[config.mk]
export PLATFORM = sky130hd
export DESIGN_NAME = cache_controller
export DESIGN_NICKNAME = d
export VERILOG_FILES = /design/src/rtl/cache_pkg.sv /design/src/rtl/cache_line_array.sv /design/src/rtl/cache_controller.sv
export SDC_FILE = /design/constraint.sdc
export NUM_CORES = 1
export LEC_CHECK = 0
export ABC_AREA = 0
export CAP_MARGIN = 40
export CORE_MARGIN = 1
export CORE_UTILIZATION = 35
export DETAILED_ROUTE_END_ITERATION = 16
export GPL_TIMING_DRIVEN = 1
export HOLD_SLACK_MARGIN = 0.12
export PLACE_DENSITY = 0.57
export RECOVER_POWER = 50
export SETUP_SLACK_MARGIN = 0.4
export SLEW_MARGIN = 20
export SYNTH_ARGS = -nofsm -noshare
export SYNTH_HDL_FRONTEND = slang
export SYNTH_HIERARCHICAL = 1
export SYNTH_SLANG_ARGS = --single-unit
[constraint.sdc]
create_clock -name clock -period 3.55 [get_ports clock]
set_input_delay 0.71 -clock clock [delete_from_list [all_inputs] [get_ports clock]]
set_output_delay 0.71 -clock clock [all_outputs]
set_load 0.02 [all_outputs]
[src/rtl/cache_pkg.sv]
// Shared definitions for the direct-mapped write-back cache controller.
// Memory command encodings and controller state encoding.
package cache_pkg;

  localparam logic [2:0] CMD_RD_CLEAN = 3'b000;
  localparam logic [2:0] CMD_RD_DIRTY = 3'b001;
  localparam logic [2:0] CMD_WR_DIRTY = 3'b011;

  typedef enum logic [2:0] {
    IDLE     = 3'd0,
    LOOKUP   = 3'd1,
    MEM_REQ  = 3'd2,
    MEM_WAIT = 3'd3,
    FILL     = 3'd4,
    RESPOND  = 3'd5
  } state_t;

endpackage

[src/rtl/cache_line_array.sv]
// Tag/data/valid/dirty storage: combinational read by index, synchronous write.
// Latency: read 0 cycles, write visible next cycle. Backpressure: none.
// Only valid and dirty are cleared by reset; tag and data power up undefined.
module cache_line_array
  import cache_pkg::*;
#(
  parameter int INDEX_W = 2,
  parameter int TAG_W   = 3,
  parameter int DATA_W  = 3
) (
  input  logic               clock,
  input  logic               reset_n,
  input  logic [INDEX_W-1:0] rd_idx,
  output logic               rd_valid,
  output logic               rd_dirty,
  output logic [TAG_W-1:0]   rd_tag,
  output logic [DATA_W-1:0]  rd_data,
  input  logic               wr_en,
  input  logic [INDEX_W-1:0] wr_idx,
  input  logic [TAG_W-1:0]   wr_tag,
  input  logic [DATA_W-1:0]  wr_data,
  input  logic               wr_dirty
);

  localparam int LINES = 1 << INDEX_W;

  logic [TAG_W-1:0]  tag_q  [LINES];
  logic [DATA_W-1:0] data_q [LINES];
  logic [LINES-1:0]  valid_q, valid_d;
  logic [LINES-1:0]  dirty_q, dirty_d;

  assign rd_valid = valid_q[rd_idx];
  assign rd_dirty = dirty_q[rd_idx];
  assign rd_tag   = tag_q[rd_idx];
  assign rd_data  = data_q[rd_idx];

  always_comb begin
    valid_d = valid_q;
    dirty_d = dirty_q;
    if (wr_en) begin
      valid_d[wr_idx] = 1'b1;
      dirty_d[wr_idx] = wr_dirty;
    end
  end

  always_ff @(posedge clock or negedge reset_n) begin
    if (!reset_n) begin
      valid_q <= '0;
      dirty_q <= '0;
    end else begin
      valid_q <= valid_d;
      dirty_q <= dirty_d;
    end
  end

  always_ff @(posedge clock) begin
    if (wr_en) begin
      tag_q[wr_idx]  <= wr_tag;
      data_q[wr_idx] <= wr_data;
    end
  end

endmodule

[src/rtl/cache_controller.sv]
// Direct-mapped write-back write-allocate cache controller; CACHE_STATS_EN adds hit/miss counters.
// Latency: ready 2 cycles after req on hit or clean write miss, 4 + memory latency otherwise.
// Backpressure: one request at a time; req is only sampled in IDLE, mem_done only in MEM_WAIT.
module cache_controller
  import cache_pkg::*;
#(
  parameter int ADDR_W  = 5,
  parameter int DATA_W  = 3,
  parameter int INDEX_W = 2
) (
  input  logic              clock,
  input  logic              reset_n,
  input  logic              req,
  input  logic              we,
  input  logic [ADDR_W-1:0] addr,
  input  logic [DATA_W-1:0] wdata,
  output logic              ready,
  output logic [DATA_W-1:0] rdata,
  output logic              hit,
  output logic              mem_start,
  output logic [2:0]        mem_cmd,
  output logic [ADDR_W-1:0] mem_addr,
  output logic [ADDR_W-1:0] wb_addr,
  output logic [DATA_W-1:0] wb_data,
  input  logic              mem_done,
  input  logic [DATA_W-1:0] mem_rdata
`ifdef CACHE_STATS_EN
  ,
  output logic [7:0]        hit_count,
  output logic [7:0]        miss_count
`endif
);

  localparam int TAG_W = ADDR_W - INDEX_W;

  state_t            state_q, state_d;
  logic [ADDR_W-1:0] req_addr_q, req_addr_d;
  logic              req_we_q, req_we_d;
  logic [DATA_W-1:0] req_wdata_q, req_wdata_d;
  logic [DATA_W-1:0] fill_q, fill_d;
  logic              ready_q, ready_d;
  logic              hit_q, hit_d;
  logic [DATA_W-1:0] rdata_q, rdata_d;
  logic              mem_start_q, mem_start_d;
  logic [2:0]        mem_cmd_q, mem_cmd_d;
  logic [ADDR_W-1:0] mem_addr_q, mem_addr_d;
  logic [ADDR_W-1:0] wb_addr_q, wb_addr_d;
  logic [DATA_W-1:0] wb_data_q, wb_data_d;

  logic [INDEX_W-1:0] req_idx;
  logic [TAG_W-1:0]   req_tag;
  logic               arr_rd_valid, arr_rd_dirty;
  logic [TAG_W-1:0]   arr_rd_tag;
  logic [DATA_W-1:0]  arr_rd_data;
  logic               arr_wr_en, arr_wr_dirty;
  logic [DATA_W-1:0]  arr_wr_data;
  logic               line_hit, victim_dirty;

  assign req_idx      = req_addr_q[INDEX_W-1:0];
  assign req_tag      = req_addr_q[ADDR_W-1:INDEX_W];
  assign line_hit     = arr_rd_valid && (arr_rd_tag == req_tag);
  assign victim_dirty = arr_rd_valid && arr_rd_dirty;

  cache_line_array #(
    .INDEX_W (INDEX_W),
    .TAG_W   (TAG_W),
    .DATA_W  (DATA_W)
  ) u_lines (
    .clock    (clock),
    .reset_n  (reset_n),
    .rd_idx   (req_idx),
    .rd_valid (arr_rd_valid),
    .rd_dirty (arr_rd_dirty),
    .rd_tag   (arr_rd_tag),
    .rd_data  (arr_rd_data),
    .wr_en    (arr_wr_en),
    .wr_idx   (req_idx),
    .wr_tag   (req_tag),
    .wr_data  (arr_wr_data),
    .wr_dirty (arr_wr_dirty)
  );

  always_comb begin
    state_d      = state_q;
    req_addr_d   = req_addr_q;
    req_we_d     = req_we_q;
    req_wdata_d  = req_wdata_q;
    fill_d       = fill_q;
    ready_d      = 1'b0;
    hit_d        = 1'b0;
    rdata_d      = rdata_q;
    mem_start_d  = 1'b0;
    mem_cmd_d    = mem_cmd_q;
    mem_addr_d   = mem_addr_q;
    wb_addr_d    = wb_addr_q;
    wb_data_d    = wb_data_q;
    arr_wr_en    = 1'b0;
    arr_wr_data  = req_wdata_q;
    arr_wr_dirty = 1'b1;

    // Outputs are computed for the state being entered so they are registered yet aligned with it.
    case (state_q)
      IDLE: begin
        if (req) begin
          req_addr_d  = addr;
          req_we_d    = we;
          req_wdata_d = wdata;
          state_d     = LOOKUP;
        end
      end
      LOOKUP: begin
        if (line_hit) begin
          hit_d   = 1'b1;
          ready_d = 1'b1;
          state_d = RESPOND;
          if (req_we_q) arr_wr_en = 1'b1;
          else          rdata_d   = arr_rd_data;
        end else if (req_we_q && !victim_dirty) begin
          arr_wr_en = 1'b1;
          ready_d   = 1'b1;
          state_d   = RESPOND;
        end else begin
          mem_cmd_d   = req_we_q     ? CMD_WR_DIRTY :
                        victim_dirty ? CMD_RD_DIRTY : CMD_RD_CLEAN;
          mem_addr_d  = req_addr_q;
          wb_addr_d   = {arr_rd_tag, req_idx};
          wb_data_d   = arr_rd_data;
          mem_start_d = 1'b1;
          state_d     = MEM_REQ;
        end
      end
      MEM_REQ: state_d = MEM_WAIT;
      MEM_WAIT: begin
        if (mem_done) begin
          fill_d  = mem_rdata;
          state_d = FILL;
        end
      end
      FILL: begin
        arr_wr_en = 1'b1;
        ready_d   = 1'b1;
        state_d   = RESPOND;
        if (!req_we_q) begin
          arr_wr_data  = fill_q;
          arr_wr_dirty = 1'b0;
          rdata_d      = fill_q;
        end
      end
      RESPOND: state_d = IDLE;
      default: state_d = IDLE;
    endcase
  end

  always_ff @(posedge clock or negedge reset_n) begin
    if (!reset_n) begin
      state_q     <= IDLE;
      req_addr_q  <= '0;
      req_we_q    <= 1'b0;
      req_wdata_q <= '0;
      fill_q      <= '0;
      ready_q     <= 1'b0;
      hit_q       <= 1'b0;
      rdata_q     <= '0;
      mem_start_q <= 1'b0;
      mem_cmd_q   <= '0;
      mem_addr_q  <= '0;
      wb_addr_q   <= '0;
      wb_data_q   <= '0;
    end else begin
      state_q     <= state_d;
      req_addr_q  <= req_addr_d;
      req_we_q    <= req_we_d;
      req_wdata_q <= req_wdata_d;
      fill_q      <= fill_d;
      ready_q     <= ready_d;
      hit_q       <= hit_d;
      rdata_q     <= rdata_d;
      mem_start_q <= mem_start_d;
      mem_cmd_q   <= mem_cmd_d;
      mem_addr_q  <= mem_addr_d;
      wb_addr_q   <= wb_addr_d;
      wb_data_q   <= wb_data_d;
    end
  end

  assign ready     = ready_q;
  assign hit       = hit_q;
  assign rdata     = rdata_q;
  assign mem_start = mem_start_q;
  assign mem_cmd   = mem_cmd_q;
  assign mem_addr  = mem_addr_q;
  assign wb_addr   = wb_addr_q;
  assign wb_data   = wb_data_q;

`ifdef CACHE_STATS_EN
  logic [7:0] hit_count_q, hit_count_d;
  logic [7:0] miss_count_q, miss_count_d;

  always_comb begin
    hit_count_d  = hit_count_q;
    miss_count_d = miss_count_q;
    if (state_q == RESPOND) begin
      if (hit_q && hit_count_q != 8'hFF)         hit_count_d  = hit_count_q + 8'd1;
      else if (!hit_q && miss_count_q != 8'hFF)  miss_count_d = miss_count_q + 8'd1;
    end
  end

  always_ff @(posedge clock or negedge reset_n) begin
    if (!reset_n) begin
      hit_count_q  <= '0;
      miss_count_q <= '0;
    end else begin
      hit_count_q  <= hit_count_d;
      miss_count_q <= miss_count_d;
    end
  end

  assign hit_count  = hit_count_q;
  assign miss_count = miss_count_q;
`endif

endmodule

==> results of run 1 <==
==> registers in the layout (all words and copies together), names as in the netlist, 3 cells and up <==
name / count
fill_q: 3
mem_addr: 5
rdata: 3
req_addr_q: 5
req_wdata_q: 3
state_q: 3
u_lines/data_q: 12
u_lines/dirty_q: 4
u_lines/tag_q: 12
u_lines/valid_q: 4
wb_addr: 3
wb_data: 3
==> repair_timing <==
item | CTS | global route
setup buffers | 0 | 0
setup endpoints to repair | 0 | 26
gates resized for setup | 0 | 3
==> layout make-up <==
type,instances,area (um2),share of cell area
inverter,4,15.0,0.00442
clock inverter,5,60.1,0.0177
sequential,66,1770,0.522
multi-input combinational,92,887,0.261
timing repair buffer,40,377,0.111
tap,99,124,0.0365
clock buffer,11,163,0.0479
==> cell usage after synthesis, drive strengths merged <==
| library cell | number | area (um2) |
|---|---|---|
| and2 | 3 | 18.8 |
| or3b | 1 | 11.3 |
| o21ai | 3 | 15.0 |
| conb | 1 | 3.75 |
| a221o | 3 | 30.0 |
| a21o | 3 | 22.5 |
| edfxtp | 24 | 721 |
| nand3 | 2 | 10.0 |
| nor2 | 4 | 15.0 |
| a21oi | 3 | 15.0 |
| a31o | 1 | 8.76 |
| clkbuf | 2 | 8.75 |
| and3 | 1 | 6.26 |
| nand3b | 3 | 22.5 |
| nand2 | 6 | 22.5 |
| inv | 4 | 15.0 |
| nor4b | 1 | 15.0 |
| mux2 | 28 | 345 |
| o211ai | 3 | 22.5 |
| or3 | 1 | 6.26 |
| nand2b | 3 | 18.8 |
| nand4 | 2 | 12.5 |
| dfrtp | 42 | 1050 |
| nor3b | 1 | 12.5 |
| nor3 | 2 | 10.0 |
| a21boi | 1 | 7.51 |
| xnor2 | 3 | 26.3 |
| mux4 | 8 | 180 |
| nor2b | 2 | 12.5 |
| or2 | 2 | 12.5 |
| buf | 6 | 65.1 |
| and4 | 1 | 8.76 |
==> power breakdown <==
group	internal [mW]	leakage (nW)	switching (mW)
Combinational	0.687	0.519	0.565
Sequential	1.10	0.707	0.226
Clock	0.387	0.111	0.281
==> layer usage <==
metal / vias to the layer above / wire length (um) / GRT usage
met5: - / 0 / 0
met2: 23 / 2470 / 0.208
met1: 795 / 2360 / 0.181
met4: 0 / 67 / 0.0685
li1: 718 / - / -
met3: 8 / 132 / 0.0278
==> metrics by stage <==
stage          area, um2  power [mW]   util  setup WS (ns)  instances
6_report            3400        3.25  0.459          0.547        317
5_1_grt             3400        3.46  0.459          0.266        317
4_1_cts             3430        3.32  0.463          0.443        317
3_5_place_dp        3210        2.64  0.433          0.459        301
3_3_place_gp        3180        2.63  0.429          0.584        300
2_1_floorplan       2750        2.25      -          0.705        170
==> worst max-delay path by stage <==
stage                     depth (start not counted)     startpoint  slack, ns              endpoint
after global routing                              7  req_addr_q[0]       0.27    u_lines/dirty_q[0]
final                                             7  req_addr_q[0]       0.55  u_lines/data_q[0][2]
after detailed placement                          7  req_addr_q[0]       0.46    u_lines/dirty_q[3]
after CTS                                         7  req_addr_q[0]       0.44    u_lines/dirty_q[3]
after floorplan                                   8  req_addr_q[0]       0.71    u_lines/dirty_q[0]
after global placement                            7  req_addr_q[0]       0.58    u_lines/dirty_q[3]
==> logic make-up after synthesis <==
group | Yosys count | share of synthesized area
buffers and inverters | 12 | 0.0323
multiplexers | 36 | 0.191
AO/OA/AOI/OAI | 17 | 0.0441
flip-flops | 66 | 0.644
AND/OR/NAND/NOR | 35 | 0.0782
other | 1 | 0.00136
XOR/XNOR | 3 | 0.00955
==> worst reg2reg max path: stages, from the launching register on <==
cell and delay (ns):
dfrtp_1 0.58, mux4_2 0.58, xnor2_1 0.25, nand3_1 0.16
a31o_2 0.27, a21oi_1 0.29, nor3b_2 0.39, buf_4 0.20
==> flow_metrics.tcl, run 1 <==
set metrics [dict create \
    drc_errors 0 \
    max-slew-margin-rel 0.239 \
    powerDensity_mw_per_mm2 956 \
    rsz0062_at_grt "no" \
    tightest_slew_ns 1.14 \
    cp_max_fo 8 \
    setup_viol 0 \
    area_growth_pct 23.5 \
    cts_hold_buf 0 \
    cap_violations 0 \
    final_nets 229 \
    clockBufferDepth 2 \
    whs_ns 0.463 \
    hp-class "reg -> reg" \
    grt_pass1_wl_mm 8.33 \
    synth.net_count 186 \
    die_h_um 90.7 \
    rrSetupSlack_ns 0.55 \
    syn_inst 170 \
    ys_types 36 \
    synth_area_mm2 0.00275 \
    finalMaxSlewViolations 0 \
    crit_chain "mux4_2 > xnor2_1 > nand3_1 > a31o_2 > a21oi_1 > nor3b_2 > buf_4" \
    die_x_um 90.7 \
    num_rows 31 \
    die-area_mm2 0.00822 \
    root_buffer "clkbuf_8" \
    clock_latency_ns 0.33 \
    fill_cells 660 \
    vias 1544 \
    yosysSeqAreaShare 0.644 \
    place_congestion 0.751 \
    rr_endpoint "u_lines/data_q[0][2]" \
    coreArea_mm2 0.00741 \
    cp_slowest_stage_delay_ns 0.58 \
    critPathSlowestCell "dfrtp_1" \
    status "finished clean" \
    dr.pass1.iters 4 \
    grtUsageTotal 0.135 \
    endpoint_kind "register" \
    start_util 0.372 \
    regToRegStartpoint "req_addr_q[0]" \
    critPathKind "reg -> reg" \
    n_antenna_cell 0 \
    critPathLaunchType "register" \
    synth_area_per_cell_um2 16.2 \
    hold_path_end "u_lines/valid_q[3]" \
    clkTransAtPathRegs_ns 0.07 \
    worstHoldStart "u_lines/valid_q[3]" \
    cts_sinks 66 \
    clock-skew-final_ns 0.00994 \
    final_common_cell "dfrtp_1" \
    grt_pass1_vias 1604 \
    peakVddDrop_mv 0.264 \
    yosys_warnings 6 \
    critPathTopFamily "flip-flops" \
    antenna_found_initial 0 \
    hold_path_depth 1 \
    leakagePower_nw 1.34 \
    fmax_mhz 333 \
    gr-total-overflow 0 \
    io_buffers 36 \
    period_share 0.846 \
    htree_levels 3 \
    mostFrequentLayoutCells "41 x dfrtp_1, 25 x clkdlybuf4s50_1, 24 x edfxtp_1" \
    drtIter0Drc 78 \
    io_pins 38 \
    synth_seq_cells 66 \
    cts_tree "yes" \
    arrival_ns 3.05 \
    r2r_cells 7 \
    wl_per_cell_um 15.9 \
    numCtsBuffers 9 \
    via_per_inst 4.87 \
    cp_num_buf_inv 1 \
    grt_start_max_net_pins 23 \
    hold_violations 0 \
    drive_gt1_frac 0.280 \
    wirelength_mm 5.03 \
    critical_path_required_ns 3.59 \
    fin_crit_ns 3.00 \
    ant_nets 0 \
    setup-tns-final_ns 0 \
    dp_hpwl_mm 3.68 \
]
Note: power is estimated with default switching activity, not from simulation.
==> inputs of run 2 (changes only) <==
- clock period: 3.55 -> 3 ns (I/O delays scaled with it)
==> run 2 against run 1 <==
The run now ends with max-capacitance violations, max-slew violations left. Combinational power is 40% higher. Sequential power up 17%. Design area is 3.6% higher. Wire length grew 7.2%. Total power up 22%. Critical path type unchanged.
==> flow_metrics.tcl, run 2 (synthesis gave the netlist of run 1 again) <==
set metrics [dict create \
    cp_max_fo 6 \
    grt_pass1_vias 1637 \
    setup-tns-final_ns 0 \
    leakagePower_nw 1.41 \
    fmax_mhz 379 \
    die_x_um 90.7 \
    period_share 0.880 \
    power_mw 3.97 \
    worstHoldStart "u_lines/valid_q[2]" \
    clkTransAtPathRegs_ns 0.07 \
    gr-total-overflow 0 \
    dp_hpwl_mm 3.73 \
    peakVddDrop_mv 0.290 \
    root_buffer "clkbuf_8" \
    p_comb_frac 0.441 \
    hold_path_depth 1 \
    cts_hold_buf 0 \
    mostFrequentLayoutCells "42 x dfrtp_1, 32 x clkdlybuf4s50_1, 24 x edfxtp_1" \
    grt_pass1_wl_mm 8.67 \
    cap_violations 1 \
    p_clk_frac 0.166 \
    fin_crit_ns 2.64 \
    area_growth_pct 28.0 \
    hold_path_end "u_lines/valid_q[2]" \
    final_common_cell "dfrtp_1" \
    die-area_mm2 0.00822 \
    violations "max-capacitance violations, max-slew violations" \
    fill_cells 661 \
    pwr-share-seq 0.393 \
    clock-skew-final_ns 0.00514 \
    ant_nets 0 \
    io_buffers 36 \
    critPathKind "reg -> reg" \
    start_util 0.372 \
    critPathLaunchType "register" \
    coreArea_mm2 0.00741 \
    drtIter0Drc 84 \
    numCtsBuffers 9 \
    rr_endpoint "u_lines/tag_q[0][0]" \
    critical_path_required_ns 3.06 \
    dr.pass1.iters 4 \
    die_h_um 90.7 \
    clockBufferDepth 2 \
    htree_levels 3 \
    finalMaxSlewViolations 28 \
    place_congestion 0.692 \
    drive_gt1_frac 0.336 \
    via_per_inst 4.84 \
    powerDensity_mw_per_mm2 1130 \
    reg_top3 "u_lines/data_q x12, u_lines/tag_q x12" \
    final_core_util 0.475 \
    max-slew-margin-rel -0.00227 \
    wirelength_mm 5.40 \
    antenna_found_initial 0 \
    cts_sinks 66 \
    rsz0062_at_grt "yes" \
    tightest_slew_ns 1.50 \
    p_switching_mw 1.34 \
    regToRegStartpoint "req_addr_q[0]" \
    drc_errors 0 \
    wl_per_cell_um 16.3 \
    arrival_ns 2.70 \
    endpoint_kind "register" \
    status "complete, but fails checks" \
    rrSetupSlack_ns 0.36 \
    switching_share 0.338 \
    grt_start_max_net_pins 29 \
    power.internal_mw 2.63 \
    r2r_cells 7 \
    io_pins 38 \
    setup_viol 0 \
    hp-class "reg -> reg" \
    cts_tree "yes" \
    hold_violations 0 \
    n_antenna_cell 0 \
    final_nets 243 \
    num_rows 31 \
    grtUsageTotal 0.143 \
    vias 1602 \
    clock_latency_ns 0.34 \
]
-- run 2: changes by cell type in the layout (fill, tap and decap cells not counted), sizes merged --
cell           change
buf               +14
clkdlybuf4s50      +7
dlygate4sd3        -7
clkbuf             +2
bufinv             -1
clkinvlp           -1
-- run 2: how the worst max path moves through the flow --
stage	start	slack (ns)	endpoint
after floorplan	req_addr_q[0]	0.36	u_lines/dirty_q[0]
after global placement	req_addr_q[0]	0.26	u_lines/dirty_q[0]
after detailed placement	req_addr_q[0]	0.16	u_lines/dirty_q[0]
after CTS	req_addr_q[0]	0.42	mem_addr[2]
after global routing	req_addr_q[0]	0.23	u_lines/tag_q[0][0]
final	req_addr_q[0]	0.36	u_lines/tag_q[0][0]
-- run 2: layout make-up --
type                       count  area (um2)  area share
clock inverter                 3        13.8     0.00391
inverter                       4        15.0     0.00426
clock buffer                  13         159      0.0451
timing repair buffer          54         485       0.138
multi-input combinational     92         953       0.271
tap                           99         124      0.0352
sequential                    66        1770       0.503
-- run 2: layer usage --
metal,vias up,GRT usage,part of all wire
li1,746,-,-
met1,822,0.192,0.48
met2,26,0.211,0.47
met3,8,0.0412,0.032
met4,0,0.0726,0.018
met5,-,0,0
-- run 2: through the flow --
stage / hold WS (ns) / cells / worst slack, ns / cell area (um2)
after floorplan: 0.304 / 170 / 0.363 / 2790
after global placement: 0.448 / 303 / 0.257 / 3240
after CTS: 0.287 / 326 / 0.423 / 3480
after global routing: 0.483 / 331 / 0.234 / 3520
after detailed placement: 0.453 / 303 / 0.160 / 3240
final: 0.466 / 331 / 0.359 / 3520
-- run 2: power by group through the flow --
| stage | clock network, mW | registers [mW] | logic (mW) |
|---|---|---|---|
| finish | 0.658 | 1.56 | 1.75 |
| global route | 0.723 | 1.61 | 1.86 |
| CTS | 0.677 | 1.57 | 1.69 |
| global placement | 0 | 1.59 | 1.60 |
| floorplan | 0 | 1.64 | 1.08 |
| detailed placement | 0 | 1.59 | 1.61 |
-- run 2: timing repair --
action                     in CTS  in global routing
resized for setup               5                  3
setup endpoints to repair      37                 29
pin swaps                       1                  4
setup buffers                   7                  5
-- run 2: critical path: stages (launching register included) --
cell and delay (ns):
dfrtp_1 0.50, mux4_2 0.59, xnor2_2 0.23, nand3_2 0.11, a31o_4 0.25, a21oi_4 0.18
nor3b_4 0.31, buf_4 0.18
